### config.mk
export PLATFORM = sky130hd
export DESIGN_NAME = fetch_stage_flat
export DESIGN_NICKNAME = d
export VERILOG_FILES = /design/src/rtl/fetch_if.sv /design/src/rtl/fetch_stage.sv /design/src/flat_wrapper.sv
export SDC_FILE = /design/constraint.sdc
export NUM_CORES = 1
export LEC_CHECK = 0
export ABC_AREA = 1
export CAP_MARGIN = 5
export CORE_ASPECT_RATIO = 0.8
export CORE_UTILIZATION = 38
export DETAILED_ROUTE_END_ITERATION = 6
export HOLD_SLACK_MARGIN = 0.03
export PLACE_DENSITY = 0.82
export SYNTH_ARGS = -nofsm -noshare
export SYNTH_HDL_FRONTEND = slang
export SYNTH_SLANG_ARGS = --single-unit
### constraint.sdc
create_clock -name clk -period 2.4 [get_ports clk]
set_input_delay 0.6 -clock clk [delete_from_list [all_inputs] [get_ports clk]]
set_output_delay 0.6 -clock clk [all_outputs]
set_load 0.05 [all_outputs]
### src/rtl/fetch_if.sv
// Signal bundle between the fetch stage and its surroundings: pipeline controls,
// the two synchronous-read instruction memories, and the instruction handed to decode.
interface fetch_if #(
  parameter int BIOS_AW = 12,
  parameter int IMEM_AW = 14
);
  // No valid/ready handshake here: fetch delivers one word per cycle. stall holds the PC
  // and replays the current word; pc_sel chooses PC+4 / redirect / hold for the next fetch.
  logic               stall;
  logic [1:0]         pc_sel;
  logic [31:0]        br_target;
  logic [31:0]        bios_dout;
  logic [31:0]        imem_dout;
  logic [BIOS_AW-1:0] bios_addr;
  logic               bios_en;
  logic [IMEM_AW-1:0] imem_addr;
  logic               imem_en;
  logic [31:0]        inst;
  logic [31:0]        inst_pc;
  logic               inst_valid;
  logic               fetch_fault;

  modport master (
    input  stall, pc_sel, br_target, bios_dout, imem_dout,
    output bios_addr, bios_en, imem_addr, imem_en,
           inst, inst_pc, inst_valid, fetch_fault
  );

  modport slave (
    output stall, pc_sel, br_target, bios_dout, imem_dout,
    input  bios_addr, bios_en, imem_addr, imem_en,
           inst, inst_pc, inst_valid, fetch_fault
  );
endinterface

### src/rtl/fetch_stage.sv
// Instruction-fetch half of IF/D: owns the PC, drives BIOS/IMEM read ports from the
// next PC and presents the returned word (or a NOP bubble) with its PC to decode.
module fetch_stage #(
  parameter logic [31:0] RESET_PC = 32'h4000_0000,
  parameter int          BIOS_AW  = 12,
  parameter int          IMEM_AW  = 14,
  parameter logic [31:0] NOP      = 32'h0000_0013
) (
  input logic    clk,
  input logic    rst,
  fetch_if.master bus
);

  typedef enum logic [1:0] {
    SRC_BIOS = 2'd0,
    SRC_IMEM = 2'd1,
    SRC_NONE = 2'd2
  } src_t;

  function automatic src_t region(input logic [31:0] pc);
    case (pc[31:28])
      4'h4:    region = SRC_BIOS;
      4'h1:    region = SRC_IMEM;
      default: region = SRC_NONE;
    endcase
  endfunction

  logic [31:0] pc_q;
  logic [31:0] pc_next;
  src_t        src_q;
  src_t        src_next;
  logic        valid_q;
  logic        fault_q;
  logic        hold;
  logic        redirect;
  logic        kill;
  logic [31:0] br_aligned;

  assign hold       = bus.stall | (bus.pc_sel == 2'd2);
  assign redirect   = (bus.pc_sel == 2'd1) & ~bus.stall;
  assign br_aligned = bus.br_target & ~32'd3;

  // The startup cycle re-fetches RESET_PC so the first word is presented with
  // valid_q high on the cycle after the bubble.
  always_comb begin
    pc_next = pc_q + 32'd4;
    if (rst)           pc_next = RESET_PC;
    else if (hold)     pc_next = pc_q;
    else if (!valid_q) pc_next = pc_q;
    else if (redirect) pc_next = br_aligned;
  end

  assign src_next = region(pc_next);

  // With enable low the RAMs keep their last output, which is exactly the replay word.
  assign bus.bios_addr = pc_next[BIOS_AW+1:2];
  assign bus.imem_addr = pc_next[IMEM_AW+1:2];
  assign bus.bios_en   = (src_next == SRC_BIOS) & (rst | ~hold);
  assign bus.imem_en   = (src_next == SRC_IMEM) & (rst | ~hold);

  // Redirect kills combinationally so the wrong-path word never reaches EX.
  assign kill           = ~valid_q | redirect | (src_q == SRC_NONE);
  assign bus.inst       = kill ? NOP : ((src_q == SRC_BIOS) ? bus.bios_dout : bus.imem_dout);
  assign bus.inst_pc    = pc_q;
  assign bus.inst_valid = ~kill;
  assign bus.fetch_fault = fault_q;

  always_ff @(posedge clk) begin
    if (rst) begin
      pc_q    <= RESET_PC;
      src_q   <= SRC_BIOS;
      valid_q <= 1'b0;
      fault_q <= 1'b0;
    end else begin
      pc_q    <= pc_next;
      src_q   <= src_next;
      valid_q <= 1'b1;
      if (valid_q && (src_q == SRC_NONE)) fault_q <= 1'b1;
    end
  end

endmodule

### src/flat_wrapper.sv
// flat-port wrapper written by rule: the top's interface ports become plain ports
module fetch_stage_flat 
#(
  parameter logic [31:0] RESET_PC = 32'h4000_0000,
  parameter int          BIOS_AW  = 12,
  parameter int          IMEM_AW  = 14,
  parameter logic [31:0] NOP      = 32'h0000_0013
)
  (clk, rst, bus_stall, bus_pc_sel, bus_br_target, bus_bios_dout, bus_imem_dout, bus_bios_addr, bus_bios_en, bus_imem_addr, bus_imem_en, bus_inst, bus_inst_pc, bus_inst_valid, bus_fetch_fault);
  fetch_if #(.BIOS_AW(BIOS_AW), .IMEM_AW(IMEM_AW)) bus_i ();
  input logic clk;
  input logic rst;
  input wire logic [$bits(bus_i.stall)-1:0] bus_stall;
  input wire logic [$bits(bus_i.pc_sel)-1:0] bus_pc_sel;
  input wire logic [$bits(bus_i.br_target)-1:0] bus_br_target;
  input wire logic [$bits(bus_i.bios_dout)-1:0] bus_bios_dout;
  input wire logic [$bits(bus_i.imem_dout)-1:0] bus_imem_dout;
  output wire logic [$bits(bus_i.bios_addr)-1:0] bus_bios_addr;
  output wire logic [$bits(bus_i.bios_en)-1:0] bus_bios_en;
  output wire logic [$bits(bus_i.imem_addr)-1:0] bus_imem_addr;
  output wire logic [$bits(bus_i.imem_en)-1:0] bus_imem_en;
  output wire logic [$bits(bus_i.inst)-1:0] bus_inst;
  output wire logic [$bits(bus_i.inst_pc)-1:0] bus_inst_pc;
  output wire logic [$bits(bus_i.inst_valid)-1:0] bus_inst_valid;
  output wire logic [$bits(bus_i.fetch_fault)-1:0] bus_fetch_fault;
  assign bus_i.stall = bus_stall;
  assign bus_i.pc_sel = bus_pc_sel;
  assign bus_i.br_target = bus_br_target;
  assign bus_i.bios_dout = bus_bios_dout;
  assign bus_i.imem_dout = bus_imem_dout;
  assign bus_bios_addr = bus_i.bios_addr;
  assign bus_bios_en = bus_i.bios_en;
  assign bus_imem_addr = bus_i.imem_addr;
  assign bus_imem_en = bus_i.imem_en;
  assign bus_inst = bus_i.inst;
  assign bus_inst_pc = bus_i.inst_pc;
  assign bus_inst_valid = bus_i.inst_valid;
  assign bus_fetch_fault = bus_i.fetch_fault;
  fetch_stage #(.RESET_PC(RESET_PC), .BIOS_AW(BIOS_AW), .IMEM_AW(IMEM_AW), .NOP(NOP)) u_core (.clk(clk), .rst(rst), .bus(bus_i));
endmodule
==> flow_summary.toml <==
[run_status]
run_status = "finished, violations left"
violations_in_the_final_reports = "negative setup slack"

[timing]
tightestPinTransition_ns = 0.592
setup_violations = 60
rsz0062_at_grt = "true"
report.final.hold_viol_count = 0
timing.final.ws_setup_ns = -0.662
layout_min_cycle_time_ns = 3.06
max_freq_mhz = 327
final.setup_skew_ns = 0.0105
post-route-period-util = 1.28
slew_hr = 0.601
final_max_slew_viol_count = 0

[synthesis]
synth_sequential_area_ratio = 0.229
synth_compound_area_frac = 0.220
yosys.area_share.xor_xnor = 0.0334
ys_warn_count = 0
dominant_combinational_cell_family_by_area_after_synthesis = "simple AND/OR/NAND/NOR gates"
synth.ff_latch_count = 36
post_synthesis_area_per_instance_sq_um = 6.04
synthDistinctLibCells = 34
yosysTopAreaCell = "dfxtp_1"
synth_area_sq_um = 3150
synth.area.top_cells = "dfxtp_1 23%, nand2_1 18%, a21oi_1 7.9%"
synthDominantCellAreaShare = 0.229
synth.mux.area_fraction = 0
synth_simple_gate_area_frac = 0.369
adder_cell_fraction_of_synth_area = 0.00397
syn_nets = 623
synth_cells = 521

[power_and_ir_drop]
power.share.sequential = 0.254
net-switching-power_mw = 1.06
intPower_mw = 1.43
p_total_mw = 2.49
ir_worst_vdd_uv = 263
power_density_nw_per_um2 = 344
power.combinational.fraction = 0.528
total_leakage_power_nw = 2.83
sw_frac_of_total = 0.427
clock_power_share = 0.217

[clocking]
cts-buffers-inserted = 5
cts_tree = "built"
ctsRootBufferMaster = "clkbuf_8"
cts-root-to-sink-buffers = 2
cts.clk_slew.worst_paths_ns = 0.09
htreeDepth = 2
clock_insertion_delay_worst_skew_ns = 0.31
numClockSinks = 36

[critical_path]
critPathArrivalTime_ns = 2.46
startpoint_type_of_the_worst_setup_path = "flip-flop"
timing.critical_path.required_ns = 1.80
timing.setup.critical_path_class = "reg -> out"
worstReg2RegStart = "u_core.bus.inst_pc[24]$_SDFFE_PP0P_"
critical_path.max_fanout = 3
worst-r2r-cell-count = 18
r2r-end = "u_core.src_q[1]$_SDFF_PP0_"
crit_path_end_kind = "output port"
r2r_slack_ns = -0.07

[floorplanning]
die_width_um = 104
start_util = 0.394
standard_cell_core_area_sq_um = 7980
die_area_sq_um = 8650
dieHeight_um = 83.4
row_count = 29
ioPinCount = 195

[cells_and_area]
proportion_of_layout_cells_with_a_drive_suffix_above_1 = 0.461
multi_input_area_sq_um = 2750
final_net_count = 879
fillCellCount = 294
insertedDiodeCount = 0
area_growth_from_synthesis_to_final_layout_pct = 130
postLayoutCoreUtil = 0.907
ff_latch_area_sq_um = 803

[placed_design]
detailed_place_hpwl_um = 10400
gp_congestion = 0.907
port_buffers = 192

[route]
wire_per_inst_um = 24.5
dr.pass1.iters = 7
totalWireLength_um = 21700
detail_route.vias_per_cell = 6.24
route.detailed.drc = 0
postRouteAntennaNets = 0
route.vias.total = 5529
first_iteration_detailed_routing_drc_count = 597

[global_routing]
grt_max_degree = 33
number_of_antenna_violations_at_the_first_check_in_global_routing = 0
via_count_of_the_first_global_routing_pass = 4895
groute.usage.overall = 0.361
globalRouteOverflowTotal = 0
global_route_wire_length_before_repair_um = 25000

[worst_hold_path]
holdCritPathClass = "reg -> reg"
hold_end = "u_core.bus.inst_pc[26]$_SDFFE_PP0P_"
min-delay-start = "u_core.bus.inst_pc[26]$_SDFFE_PP0P_"
hold_path_depth = 2

[job]
cap_violations = 0
## cells by family after synthesis
group,Yosys count
compound gates,125
flops,36
buf+inv,88
xor+xnor,12
simple gates,259
fa+ha+maj,1
## area by class of cell
| cell class | count | area share |
|---|---|---|
| inverters | 36 | 0.0247 |
| multi-input cells | 397 | 0.379 |
| flip-flops and latches | 36 | 0.111 |
| well taps | 108 | 0.0187 |
| clock inverters | 1 | 0.000691 |
| clock buffers | 7 | 0.0135 |
| repair buffers | 301 | 0.453 |
## routing by layer
metal / vias up / part of all wire / global-route usage
met5: - / 0 / 0
met4: 0 / 0.092 / 0.171
met3: 225 / 0.12 / 0.0581
met1: 2514 / 0.33 / 0.420
met2: 596 / 0.47 / 0.646
li1: 2194 / - / -
## registers in the layout (all words and copies together) (netlist names)
register,flops
u_core.src_q,2
u_core.bus.inst_pc,32
u_core.valid_q,1
u_core.bus.fetch_fault,1
## how the worst max path moves through the flow
stage                                 startpoint      endpoint  slack [ns]  depth (start not counted)
2_1_floorplan                      bus_pc_sel[0]  bus_inst[21]       -0.17                         10
3_3_place_gp                       bus_pc_sel[0]   bus_imem_en       -0.72                         13
3_5_place_dp                       bus_pc_sel[0]   bus_imem_en       -0.81                         13
4_1_cts         u_core.bus.inst_pc[3]$_SDFF_PP0_   bus_bios_en       -0.22                         14
5_1_grt        u_core.bus.inst_pc[13]$_SDFF_PP0_   bus_imem_en       -0.88                         13
6_report       u_core.bus.inst_pc[13]$_SDFF_PP0_   bus_imem_en       -0.66                         13
## power by group through the flow
stage          Clock (mW)  Combinational [mW]  Sequential (mW)
2_1_floorplan           0               0.566            0.698
3_3_place_gp            0                1.04            0.654
3_5_place_dp            0                1.06            0.655
4_1_cts             0.507                1.20            0.635
5_1_grt             0.559                1.34            0.635
6_report            0.542                1.32            0.635
## worst max-delay path, cell delays in order (launching register included)
cell,delay [ns]
dfxtp_4,0.39
nand2_1,0.14
nor2_2,0.22
nand2_1,0.13
nor2_4,0.17
nand2_1,0.14
nand2_1,0.12
nand3_2,0.08
nand2_1,0.09
nand2_1,0.08
nand2_2,0.14
inv_4,0.05
nor3_4,0.21
buf_12,0.18
## what timing repair did
action	4_1_cts	5_1_grt
hold buffers	0	0
buffers inserted	30	28
gates resized for setup	140	85
pin swaps	33	38
gates cloned	2	0
setup endpoints to repair	61	63
## cell usage after synthesis
master and n:
buf_1 1, nor2_4 8, buf_2 5, clkbuf_1 16, dfxtp_1 36, a31oi_1 19, nand2_1 153, nand3_2 2
nor2_2 8, nand2_2 10, inv_4 1, nor3_2 2, or2_0 3, o21ai_0 41, ha_1 1, nand2_4 1
a21oi_1 50, nor3_1 4, a21oi_2 2, inv_2 3, nor3b_1 1, a22oi_1 3, buf_4 29, inv_1 30
nand4_1 1, o211ai_1 7, or2_2 3, xnor2_1 3, nor2_1 43, a221oi_1 3, clkinv_1 2, nand3_1 20
xor2_1 9, buf_6 1
## cell usage in the layout, fill, tap and decap left out, types with 5 or more instances in the layout
cell,count
o211ai_1,7
nand3_2,7
dfxtp_4,19
inv_4,5
buf_8,7
nand2_1,130
nor2_1,27
o21ai_2,7
dfxtp_1,8
a21oi_2,8
o21ai_0,31
clkdlybuf4s50_1,128
a31oi_1,17
buf_6,44
a21oi_1,11
nor2_4,16
inv_1,22
buf_4,83
inv_2,5
nand2_2,23
dfxtp_2,9
buf_12,37
nand2_4,11
nor2_2,16
xor2_1,9
a21oi_4,33
clkbuf_8,5
nand3_1,12
## stage by stage
stage          setup WS [ns]  cell area [sq um]  std cells  hold WS (ns)  TNS [ns]
2_1_floorplan         -0.171               3550        521         0.517     -4.88
3_3_place_gp          -0.717               5980        831         0.442    -34.58
3_5_place_dp          -0.814               5980        831         0.448    -37.70
4_1_cts               -0.223               6790        866         0.457     -7.26
5_1_grt               -0.879               7240        886         0.545    -16.65
6_report              -0.662               7240        886         0.509    -14.84
(Power assumes the default switching activity.)
==> edit: new RTL, config.mk and constraints unchanged <==
`IMEM_AW` is set to 14 in 3 places; all go to 15.
--- a/src/rtl/fetch_if.sv
+++ b/src/rtl/fetch_if.sv
@@ -4,3 +4,3 @@
   parameter int BIOS_AW = 12,
-  parameter int IMEM_AW = 14
+  parameter int IMEM_AW = 15
 );
--- a/src/rtl/fetch_stage.sv
+++ b/src/rtl/fetch_stage.sv
@@ -5,3 +5,3 @@
   parameter int          BIOS_AW  = 12,
-  parameter int          IMEM_AW  = 14,
+  parameter int          IMEM_AW  = 15,
   parameter logic [31:0] NOP      = 32'h0000_0013
--- a/src/flat_wrapper.sv
+++ b/src/flat_wrapper.sv
@@ -5,3 +5,3 @@
   parameter int          BIOS_AW  = 12,
-  parameter int          IMEM_AW  = 14,
+  parameter int          IMEM_AW  = 15,
   parameter logic [31:0] NOP      = 32'h0000_0013
Interface: changed (resized bus_imem_addr); port bits go from 195 to 196. The function was not compared with the original's and may differ.
==> edit against the original RTL <==
- the run now fails in global routing (5_1_grt)
- synthesized area is 0.76% higher
==> edit: results (changes against the original RTL) <==
stage;metric;value;unit;change
run_status;status;aborted with a tool error;;
run_status;stop_stage;global routing (5_1_grt);;
run_status;toolErrorMsg;[ERROR GRT-0232] Routing congestion too high. Check the congestion heatmap in the GUI.;;
clock_network;ctsHtreeMaxLevel;2;;unchanged
yosys;synth_common_cells;130 x nand2_1, 58 x a21oi_1, 45 x nor2_1, 44 x o21ai_0, 36 x dfxtp_1;;
placement;post_dp_cell_area;0.006254;mm^2;+4.5%
placement;hpwl;11.01;mm;+6.1%
yosys;ys_ff_latch;36;;unchanged
global_route;gr-usage-all-layers;64.67;%;
timing;endpoint_type;primary output;;
floorplan;num_rows;29;;unchanged
yosys;async_flop_share;0;%;unchanged
yosys;ys_seq_area_share;22.72;%;-0.17 points
clock_network;cts-buffers-inserted;5;;unchanged
yosys;ys_warn_count;0;;unchanged
yosys;synth.distinct_cells;39;;+15%
global_route;grt_max_degree;30;;
global_route;grt_overflow_total;5;;
clock_network;clockBufferDepth;2;;unchanged
placement;gp_congestion;0.9195;;+1.4%
yosys;synth_fp_nets;612;;-1.8%
yosys;synth_ff_type;dfxtp_1;;
yosys;synthTopCellsByArea;dfxtp_1 23%, nand2_1 15%, a21oi_1 9.2%;;
timing;postGrtWorstEndpoint;bus_imem_en;;
clock_network;clockRootBuffer;clkbuf_8;;
placement;portBuffers;193;;+0.52%
==> edit: per-layer routing <==
layer,track usage (%),overflow
met5,7.143,0
met3,38.80,0
met2,87.64,2
met1,67.91,0
met4,62.21,3
==> edit: metrics by stage <==
step,worst slack (ns),cells,setup TNS (ns)
global placement,-0.7900,842,-36.40
CTS,-0.2846,890,-5.707
floorplan,-0.1696,510,-2.178
detailed placement,-0.8103,842,-39.20
==> edit: what timing repair did <==
| action | in CTS |
|---|---|
| hold buffers | 0 |
| pin swaps | 30 |
| cloned | 2 |
| setup buffers | 40 |
| endpoints found under the setup margin | 62 |
| resized for setup | 108 |
==> edit: cells by family after synthesis <==
logic type | share of synthesized area [%]
AO/OA/AOI/OAI | 23.83
flip-flops | 22.72
buffers and inverters | 13.89
adder cells (fa/ha/maj) | 0.3944
AND/OR/NAND/NOR | 36.13
XOR/XNOR | 3.037
